==> config.mk <==
export PLATFORM = sky130hd
export DESIGN_NAME = controlador_minado
export DESIGN_NICKNAME = d
export VERILOG_FILES = /design/src/rtl/controlador_minado.sv
export SDC_FILE = /design/constraint.sdc
export NUM_CORES = 1
export LEC_CHECK = 0
export ABC_AREA = 1
export CAP_MARGIN = 20
export CORE_ASPECT_RATIO = 0.9
export CORE_UTILIZATION = 30
export DETAILED_ROUTE_END_ITERATION = 16
export HOLD_SLACK_MARGIN = 0.05
export MAX_ROUTING_LAYER = met4
export PLACE_DENSITY = 0.54
export RECOVER_POWER = 50
export SLEW_MARGIN = 10
export SYNTH_ARGS = -nofsm -noshare
export SYNTH_HDL_FRONTEND = slang
export SYNTH_SLANG_ARGS = --single-unit
==> constraint.sdc <==
create_clock -name clk -period 6.3 [get_ports clk]
set_clock_uncertainty 0.05 [all_clocks]
set_input_delay 0.63 -clock clk [delete_from_list [all_inputs] [get_ports clk]]
set_output_delay 0.63 -clock clk [all_outputs]
set_load 0.1 [all_outputs]
==> src/rtl/controlador_minado.sv <==
// Nonce-dispatch controller for a bank of parallel hash cores: hands out nonce
// ranges round by round and latches the first winning core or the round-limit stop.
module controlador_minado #(
    parameter  int NUM_BLOQUES = 4,
    parameter  int ANCHO_NONCE = 32,
    localparam int IW          = (NUM_BLOQUES > 1) ? $clog2(NUM_BLOQUES) : 1
) (
    input  logic                               clk,
    input  logic                               reset_n,
    input  logic                               inicio,
    input  logic [ANCHO_NONCE-1:0]             nonce_base,
    input  logic [31:0]                        limite_rondas,
    input  logic [NUM_BLOQUES-1:0]             terminado_in,
    input  logic [NUM_BLOQUES-1:0]             exito_in,
    output logic [NUM_BLOQUES*ANCHO_NONCE-1:0] nonce_out,
    output logic [NUM_BLOQUES-1:0]             arranque_out,
    output logic [ANCHO_NONCE-1:0]             nonce_ganador,
    output logic [IW-1:0]                      indice_ganador,
    output logic                               encontrado,
    output logic                               agotado,
    output logic                               ocupado,
    output logic [31:0]                        rondas
);

    typedef enum logic [1:0] {REPOSO, LANZA, ESPERA, FIN} estado_t;

    estado_t                                   estado;
    logic [NUM_BLOQUES-1:0][ANCHO_NONCE-1:0]   nonces;
    logic [NUM_BLOQUES-1:0]                    pendiente;
    logic [NUM_BLOQUES-1:0]                    mask_nuevo;
    logic [31:0]                               limite;
    logic [31:0]                               rondas_inc;
    logic [IW-1:0]                             hit_idx;
    logic                                      hay_hit;
    logic                                      ronda_fin;

    assign nonce_out    = nonces;
    assign arranque_out = {NUM_BLOQUES{estado == LANZA}};
    assign ocupado      = (estado == LANZA) || (estado == ESPERA);
    assign mask_nuevo   = pendiente | terminado_in;
    assign ronda_fin    = &mask_nuevo;
    assign rondas_inc   = (rondas == 32'hFFFF_FFFF) ? rondas : rondas + 32'd1;

    // Scan downwards so the lowest reporting core is the one left standing.
    always_comb begin
        hay_hit = 1'b0;
        hit_idx = '0;
        for (int i = NUM_BLOQUES - 1; i >= 0; i--) begin
            if (terminado_in[i] && exito_in[i]) begin
                hay_hit = 1'b1;
                hit_idx = IW'(i);
            end
        end
    end

    always_ff @(posedge clk or negedge reset_n) begin
        if (!reset_n) begin
            estado         <= REPOSO;
            nonces         <= '0;
            pendiente      <= '0;
            limite         <= '0;
            rondas         <= '0;
            nonce_ganador  <= '0;
            indice_ganador <= '0;
            encontrado     <= 1'b0;
            agotado        <= 1'b0;
        end else begin
            case (estado)
                REPOSO: begin
                    if (inicio) begin
                        estado <= LANZA;
                        for (int i = 0; i < NUM_BLOQUES; i++)
                            nonces[i] <= nonce_base + ANCHO_NONCE'(i);
                        limite         <= limite_rondas;
                        rondas         <= '0;
                        pendiente      <= '0;
                        nonce_ganador  <= '0;
                        indice_ganador <= '0;
                        encontrado     <= 1'b0;
                        agotado        <= 1'b0;
                    end
                end
                LANZA: estado <= inicio ? ESPERA : REPOSO;
                ESPERA: begin
                    if (!inicio) begin
                        estado <= REPOSO;
                    end else begin
                        pendiente <= mask_nuevo;
                        if (ronda_fin)
                            rondas <= rondas_inc;
                        // A hit wins over a simultaneous round completion.
                        if (hay_hit) begin
                            estado         <= FIN;
                            nonce_ganador  <= nonces[hit_idx];
                            indice_ganador <= hit_idx;
                            encontrado     <= 1'b1;
                        end else if (ronda_fin) begin
                            if (limite != 32'd0 && rondas_inc == limite) begin
                                estado  <= FIN;
                                agotado <= 1'b1;
                            end else begin
                                estado    <= LANZA;
                                pendiente <= '0;
                                for (int i = 0; i < NUM_BLOQUES; i++)
                                    nonces[i] <= nonces[i] + ANCHO_NONCE'(NUM_BLOQUES);
                            end
                        end
                    end
                end
                FIN: if (!inicio) estado <= REPOSO;
                default: estado <= REPOSO;
            endcase
        end
    end

endmodule

==> out/results.tsv, run 1 <==
stage	metric	value	unit
status	status	finished with violations	
status	violated checks	max-capacitance violations, max-slew violations	
worst_setup_path	r2r worst-path depth	10	
cells_and_area	Reg area	0.00581	sq mm
route	drt wl/cell	25.4	um
cells_and_area	FILL cells	6249	
placed_design	cell area after placement	0.0209	sq mm
synth	post-synthesis sequential area ratio	32.9	%
clocking	clk buf depth	3	
synth	Seq cells post-synth	232	
worst_setup_path	Setup crit start	reset_n	
worst_setup_path	Critical-path top delay cell	clkbuf_2	
power	Max VDD drop	0.420	mV
synth	Yosys Warn Count	0	
worst_setup_path	Setup crit end kind	async pin	
floorplan	die height	232	um
sta	fmax	208	MHz
sta	Worst Max-Slew Pin Slew	3.82	ns
floorplan	starting density of the core	30.7	%
floorplan	core area	0.0575	sq mm
worst_setup_path	Arr. time, crit path	4.59	ns
synth	top cell type's share of synthesized area	32.9	%
route	via count	20859	
placed_design	Final GP Congestion	1.00	
clocking	CTS Buf Count	31	
synth	syn_area_per_cell	6.47	sq um
sta	final cycle utilization of the critical path	76.3	%
grt	vias in the first global route	19280	
hold_path	hold path cells	2	
sta	Slew Limit Headroom	-155	%
placed_design	hpwl dp	72500	um
clocking	post-CTS setup buffer count	0	
power	P_leak	0.00974	uW
clocking	clock root buffer	clkbuf_16	
floorplan	Placement Rows	83	
grt	first-pass GRT wire length	135000	um
placed_design	Port-buffer cells	275	
clocking	TritonCTS clock tree	done	
worst_setup_path	crit path max fanout	135	
worst_setup_path	Worst EP required	6.08	ns
synth	synth top area cells	dfrtp_1, nand2_1, o21ai_0	
worst_setup_path	critical register-to-register path endpoint	nonce_out[84]	
clocking	CTS clock-pin slew for the worst setup and hold paths	0.06	ns
hold_path	HP Class	flop to flop	
clocking	# hold bufs at CTS	1	
cells_and_area	post-layout util	38.2	%
clocking	CTS resizes	0	
cells_and_area	synthesis-to-finish area growth	24.7	%
floorplan	num ports	276	
sta	Final Max Tran Viols	296	
route	Residual DRC	0	
worst_setup_path	worst-path cell chain	dlygate4sd3_1 -> buf_8 -> clkbuf_2	
sta	RSZ-0062 raised after global routing	no	
cells_and_area	area occupied by multi-input gates	0.0103	sq mm
synth	cell taking the most area after synthesis	dfrtp_1	
grt	initial antenna violation count	7	
grt	grt ovf	0	
cells_and_area	Design Area, Final	0.0220	sq mm
sta	Hold Fails Final Rpt	0	
worst_setup_path	worst setup path category	primary input to async pin	
floorplan	die area	0.0598	sq mm
cells_and_area	most common cell after layout, fill and taps aside	nand2_1	
clocking	Clock Sinks	232	
clocking	H-Tree Depth	1	
clocking	Skew-Pair Late Insertion Delay	0.63	ns
route	WL final	93900	um
synth	syn_nets	2814	
worst_setup_path	CP peak stage delay	2.65	ns
route	total iterations of the first detailed-routing run	6	
worst_setup_path	Startpoint Class	primary input	
power	Cell Pwr Density	606	mW/mm^2
route	post-route ant nets	0	
sta	total negative slack	0	ns
job	max cap viols	4	
route	routed vias/inst	5.64	
grt	global-route usage over all layers	31.5	%
worst_setup_path	worst reg-to-reg setup slack	1.51	ns
floorplan	Die X	258	um
cells_and_area	most frequent cells in the layout	nand2_1, nor2_1, inv_1	
hold_path	Hold Startpoint	nonce_ganador[14]	
grt	largest net degree at the start of global routing	136	
cells_and_area	final net count	2994	
hold_path	hold path endpoint	nonce_ganador[14]	
worst_setup_path	FF-to-FF Start	estado[0]	
sta	fin crit period	4.81	ns
synth	Post-Syn Area	0.0176	sq mm
synth	post-synthesis instance total	2726	
sta	final hold slack	0.433	ns
sta	Finish-stage setup viols	0	
route	Iteration-0 DRC Markers	2481	
synth	Synth cell types	46	
cells_and_area	share of cells above drive strength 1	3.35	%
==> worst max-delay path by stage <==
stage               endpoint  slack, ns  cells after the start
2_1_floorplan  nonce_out[71]       2.87                     18
3_3_place_gp   nonce_out[93]       1.71                     17
3_5_place_dp   nonce_out[84]       1.61                     16
4_1_cts        nonce_out[82]       1.59                     16
5_1_grt        nonce_out[39]       0.68                      3
6_report       nonce_out[39]       1.49                      3
==> cell type report <==
class / count / share of cell area, %
Sequential cell: 232 / 26.4
Antenna cell: 3 / 0.0341
Tap cell: 765 / 4.35
Timing Repair Buffer: 297 / 13.3
Inverter: 248 / 4.24
Clock buffer: 44 / 4.16
Multi-Input combinational cell: 2096 / 46.7
Clock inverter: 12 / 0.825
==> where the power goes <==
group	internal (uW)	total (uW)	switching [uW]	leakage, uW
logic	1810	8220	6410	0.00627
clock network	1170	1940	770	0.000542
registers	2080	3180	1100	0.00293
total	5060	13300	8280	0.00974
==> cell families after synthesis <==
kind of cell    synth area share, %
compound gates                 13.3
xor+xnor                       6.16
mux                           0.128
fa+ha+maj                     0.922
buf+inv                        9.24
flops                          32.9
simple gates                   37.3
==> stage by stage <==
stage | std cells | power (uW) | worst slack [ns]
after floorplan | 2726 | 8800 | 2.87
after global placement | 3636 | 11300 | 1.71
after detailed placement | 3636 | 11300 | 1.61
after CTS | 3693 | 13300 | 1.59
after global routing | 3697 | 13900 | 0.676
final | 3697 | 13300 | 1.49
==> cell usage after synthesis, drive strengths merged <==
cell	count
buf	47
o21a	2
nor3b	2
o211ai	2
mux2	2
nor4	26
a32o	2
ha	13
o21ai	217
nand3b	5
a22o	8
a31oi	9
xor2	99
o22ai	23
a21oi	116
inv	247
nand2	833
nor4b	2
clkbuf	103
nand3	147
a21boi	3
dfrtp	232
a31o	4
o32ai	1
a22oi	1
o21bai	3
nand4	163
xnor2	25
clkinv	1
or2	2
or3	2
a211oi	1
nor3	67
o31ai	35
nor2	281
==> state kept, by name, indices dropped and copies added, names as in the netlist <==
| signal | flops |
|---|---|
| estado | 2 |
| indice_ganador | 2 |
| rondas | 32 |
| pendiente | 4 |
| limite | 32 |
| nonce_ganador | 32 |
| nonce_out | 126 |
| encontrado | 1 |
| agotado | 1 |
==> critical path, delay by kind of cell <==
family | cells | cell delay, ns
buffers and inverters | 3 | 3.71
==> per-layer routing <==
| metal | up-vias | share of wire, % | global-route usage [%] | wire length [um] |
|---|---|---|---|---|
| met4 | 0 | 3.5 | 9.82 | 3250 |
| met1 | 10199 | 45 | 45.3 | 42700 |
| met3 | 140 | 9.0 | 5.12 | 8430 |
| met5 | - | 0 | - | 0 |
| li1 | 9391 | - | - | - |
| met2 | 1129 | 42 | 44.6 | 39600 |
(Power assumes the default switching activity.)
==> run 2: changes to the inputs <==
--- a/config.mk
+++ b/config.mk
@@ -12,7 +12,7 @@
 export DETAILED_ROUTE_END_ITERATION = 16
 export HOLD_SLACK_MARGIN = 0.05
 export MAX_ROUTING_LAYER = met4
-export PLACE_DENSITY = 0.54
+export PLACE_DENSITY = 0.55
 export RECOVER_POWER = 50
 export SLEW_MARGIN = 10
 export SYNTH_ARGS = -nofsm -noshare
==> constraint.sdc (replaced) <==
create_clock -name clk -period 4 [get_ports clk]
set_clock_uncertainty 0.05 [all_clocks]
set_input_delay 0.4 -clock clk [delete_from_list [all_inputs] [get_ports clk]]
set_output_delay 0.4 -clock clk [all_outputs]
set_load 0.1 [all_outputs]
==> run 2 against run 1 <==
Net effect: the run still ends with max-capacitance violations, max-slew violations left; clock power rose by 37%; first-iteration DRC count is 9.7% higher; worst setup slack worse by 1.1 ns; cell count rose by 1.3%; wire length is 0.34% higher; total power up 55%; combinational power grew 57%; non-clock buffer count rose by 52; utilization is 0.44 points higher; clock-buffer cell count decreased by 4; global-route usage grew 0.39 points; register-to-register slack lost 1.1 ns; critical path type is now flop to flop.
==> out/results.tsv, run 2 (synthesis gave the netlist of run 1 again) <==
stage	metric	value	unit	change
route	drt wl/cell	25.2	um	was 25.4 um
clocking	post-CTS setup buffer count	0		unchanged
sta	Hold Fails Final Rpt	0		unchanged
clocking	CTS resizes	0		unchanged
floorplan	Die X	258	um	unchanged
worst_setup_path	Critical-path top delay cell	dfrtp_1		was clkbuf_2
worst_setup_path	r2r worst-path depth	20		was 10
clocking	H-Tree Depth	1		unchanged
sta	Finish-stage setup viols	0		unchanged
floorplan	die area	0.0598	sq mm	unchanged
floorplan	core area	0.0575	sq mm	unchanged
worst_setup_path	Startpoint Class	flop		was primary input
sta	Slew Limit Headroom	-90.4	%	was -155%
grt	largest net degree at the start of global routing	148		was 136
worst_setup_path	Arr. time, crit path	4.05	ns	was 4.59 ns
clocking	CTS Buf Count	29		was 31
grt	initial antenna violation count	3		was 7
sta	fin crit period	3.59	ns	
grt	first-pass GRT wire length	138000	um	was 135000 um
power	Max VDD drop	0.802	mV	was 0.420 mV
sta	Final Max Tran Viols	137		was 296
floorplan	Placement Rows	83		unchanged
floorplan	num ports	276		unchanged
floorplan	starting density of the core	30.7	%	unchanged
placed_design	hpwl dp	72500	um	about the same
sta	final cycle utilization of the critical path	89.7	%	
cells_and_area	most frequent cells in the layout	nand2_1, nor2_1, inv_1		unchanged
sta	fmax	279	MHz	
worst_setup_path	crit path max fanout	49		was 135
cells_and_area	FILL cells	6188		was 6249
grt	vias in the first global route	19896		was 19280
clocking	Clock Sinks	232		unchanged
clocking	clk buf depth	3		unchanged
status	status	finished with violations		unchanged
worst_setup_path	Worst EP required	4.46	ns	was 6.08 ns
worst_setup_path	most used cell, CP	nand2_1		
grt	global-route usage over all layers	31.9	%	was 31.5%
worst_setup_path	Crit path depth	20		was 3
sta	Worst Max-Slew Pin Slew	2.86	ns	was 3.82 ns
sta	final hold slack	0.336	ns	was 0.433 ns
cells_and_area	max FFs per register	126		unchanged
hold_path	hold path cells	3		was 2
route	WL final	94200	um	was 93900 um
job	max cap viols	2		was 4
floorplan	die height	232	um	unchanged
route	Residual DRC	0		unchanged
clocking	CTS clock-pin slew for the worst setup and hold paths	0.06	ns	about the same
cells_and_area	most common cell after layout, fill and taps aside	nand2_1		unchanged
clocking	Skew-Pair Late Insertion Delay	0.62	ns	was 0.63 ns
sta	RSZ-0062 raised after global routing	no		unchanged
worst_setup_path	Setup crit end kind	flop		was async pin
sta	total negative slack	0	ns	unchanged
cells_and_area	share of cells above drive strength 1	4.77	%	was 3.35%
cells_and_area	final net count	3044		was 2994
cells_and_area	Reg area	0.00581	sq mm	unchanged
worst_setup_path	CP peak stage delay	0.49	ns	was 2.65 ns
grt	grt ovf	0		unchanged
route	Iteration-0 DRC Markers	2721		was 2481
status	violated checks	max-capacitance violations, max-slew violations		unchanged
hold_path	HP Class	primary input to flop		was flop to flop
power	Cell Pwr Density	928	mW/mm^2	was 606 mW/mm^2
route	post-route ant nets	0		unchanged
worst_setup_path	worst-path cell chain	ha_1 -> nand2_2 -> nor2_4 -> nand2_2 -> nor2_4 -> nand2_4 -> buf_4 -> nand2_1 -> nand2_1 -> nand2_1 -> inv_1 -> nand3_1 -> nor2_1 -> nand3_1 -> nor2_1 -> nand2_4 -> buf_4 -> nand3_1 -> nand2_1 -> inv_1		was dlygate4sd3_1 -> buf_8 -> clkbuf_2
clocking	clock root buffer	clkbuf_16		unchanged
worst_setup_path	worst setup path category	flop to flop		was primary input to async pin
route	routed vias/inst	5.63		was 5.64
power	P_leak	0.00993	uW	was 0.00974 uW
placed_design	Port-buffer cells	275		unchanged
cells_and_area	synthesis-to-finish area growth	26.1	%	was 24.7%
placed_design	Final GP Congestion	1.08		was 1.00
worst_setup_path	CP bufs+invs	4		was 3
worst_setup_path	crit-path leading delay family	simple AND/OR/NAND/NOR gates		was buffers and inverters
cells_and_area	area occupied by multi-input gates	0.0103	sq mm	about the same
clocking	TritonCTS clock tree	done		unchanged
route	via count	21083		was 20859
route	total iterations of the first detailed-routing run	6		unchanged
## run 2: changes by cell type in the layout (fill, tap and decap cells not counted), sizes merged
cell and change:
clkbuf -2, clkinv +3, bufinv -3, diode -1
buf +50, clkdlybuf4s50 -2, dlygate4sd3 +2
## run 2: final cells by class
class	count	share of cell area (%)
clock buffers	40	3.67
diodes	2	0.0225
clock inverters	12	0.472
inverters	248	4.19
repair buffers	349	15.2
multi-input cells	2096	46.1
well taps	765	4.30
flip-flops and latches	232	26.1
## run 2: final timing paths
kind,slack (ns),end,start
setup / recovery,0.41,pendiente[1],rondas[0]
hold / removal,0.34,limite[1],limite_rondas[1]
setup reg to reg,0.41,pendiente[1],rondas[0]
hold reg to reg,0.45,indice_ganador[1],indice_ganador[1]
max in group asynchronous,0.65,rondas[6],reset_n
min in group asynchronous,1.19,rondas[26],reset_n
## run 2: repair_timing
item / CTS / global route
setup endpoints to repair: 0 / 0
endpoints found under the hold margin: 86 / 0
hold buffers: 1 / 0
## run 2: stage by stage
| stage | instances | util, % | area, sq um | worst slack, ns | power, uW |
|---|---|---|---|---|---|
| after floorplan | 2726 | - | 17600 | 0.573 | 13900 |
| after global placement | 3689 | 37.1 | 21400 | 0.323 | 17900 |
| after detailed placement | 3689 | 37.1 | 21400 | 0.438 | 17900 |
| after CTS | 3742 | 38.7 | 22300 | 0.502 | 20600 |
| after global routing | 3744 | 38.7 | 22300 | 0.154 | 21600 |
| final | 3744 | 38.7 | 22300 | 0.412 | 20700 |
## run 2: routing by layer
metal / part of all wire, % / GRT usage, % / up-vias
li1: - / - / 9492
met1: 43 / 43.6 / 10123
met2: 42 / 46.2 / 1273
met3: 10 / 6.54 / 195
met4: 4.2 / 11.4 / 0
met5: 0 / - / -
## run 2: power by group
group / internal [uW] / total, uW / switching, uW
logic: 2900 / 12900 / 10000
clock network: 1490 / 2650 / 1170
registers: 3270 / 5060 / 1780
## run 2: tightest hold or removal path: cells and delay by family
| family | cells | cell delay (ns) |
|---|---|---|
| and+or+nand+nor | 1 | 0.10 |
| buffers and inverters | 1 | 0.39 |
| AOI/OAI and AO/OA | 1 | 0.05 |
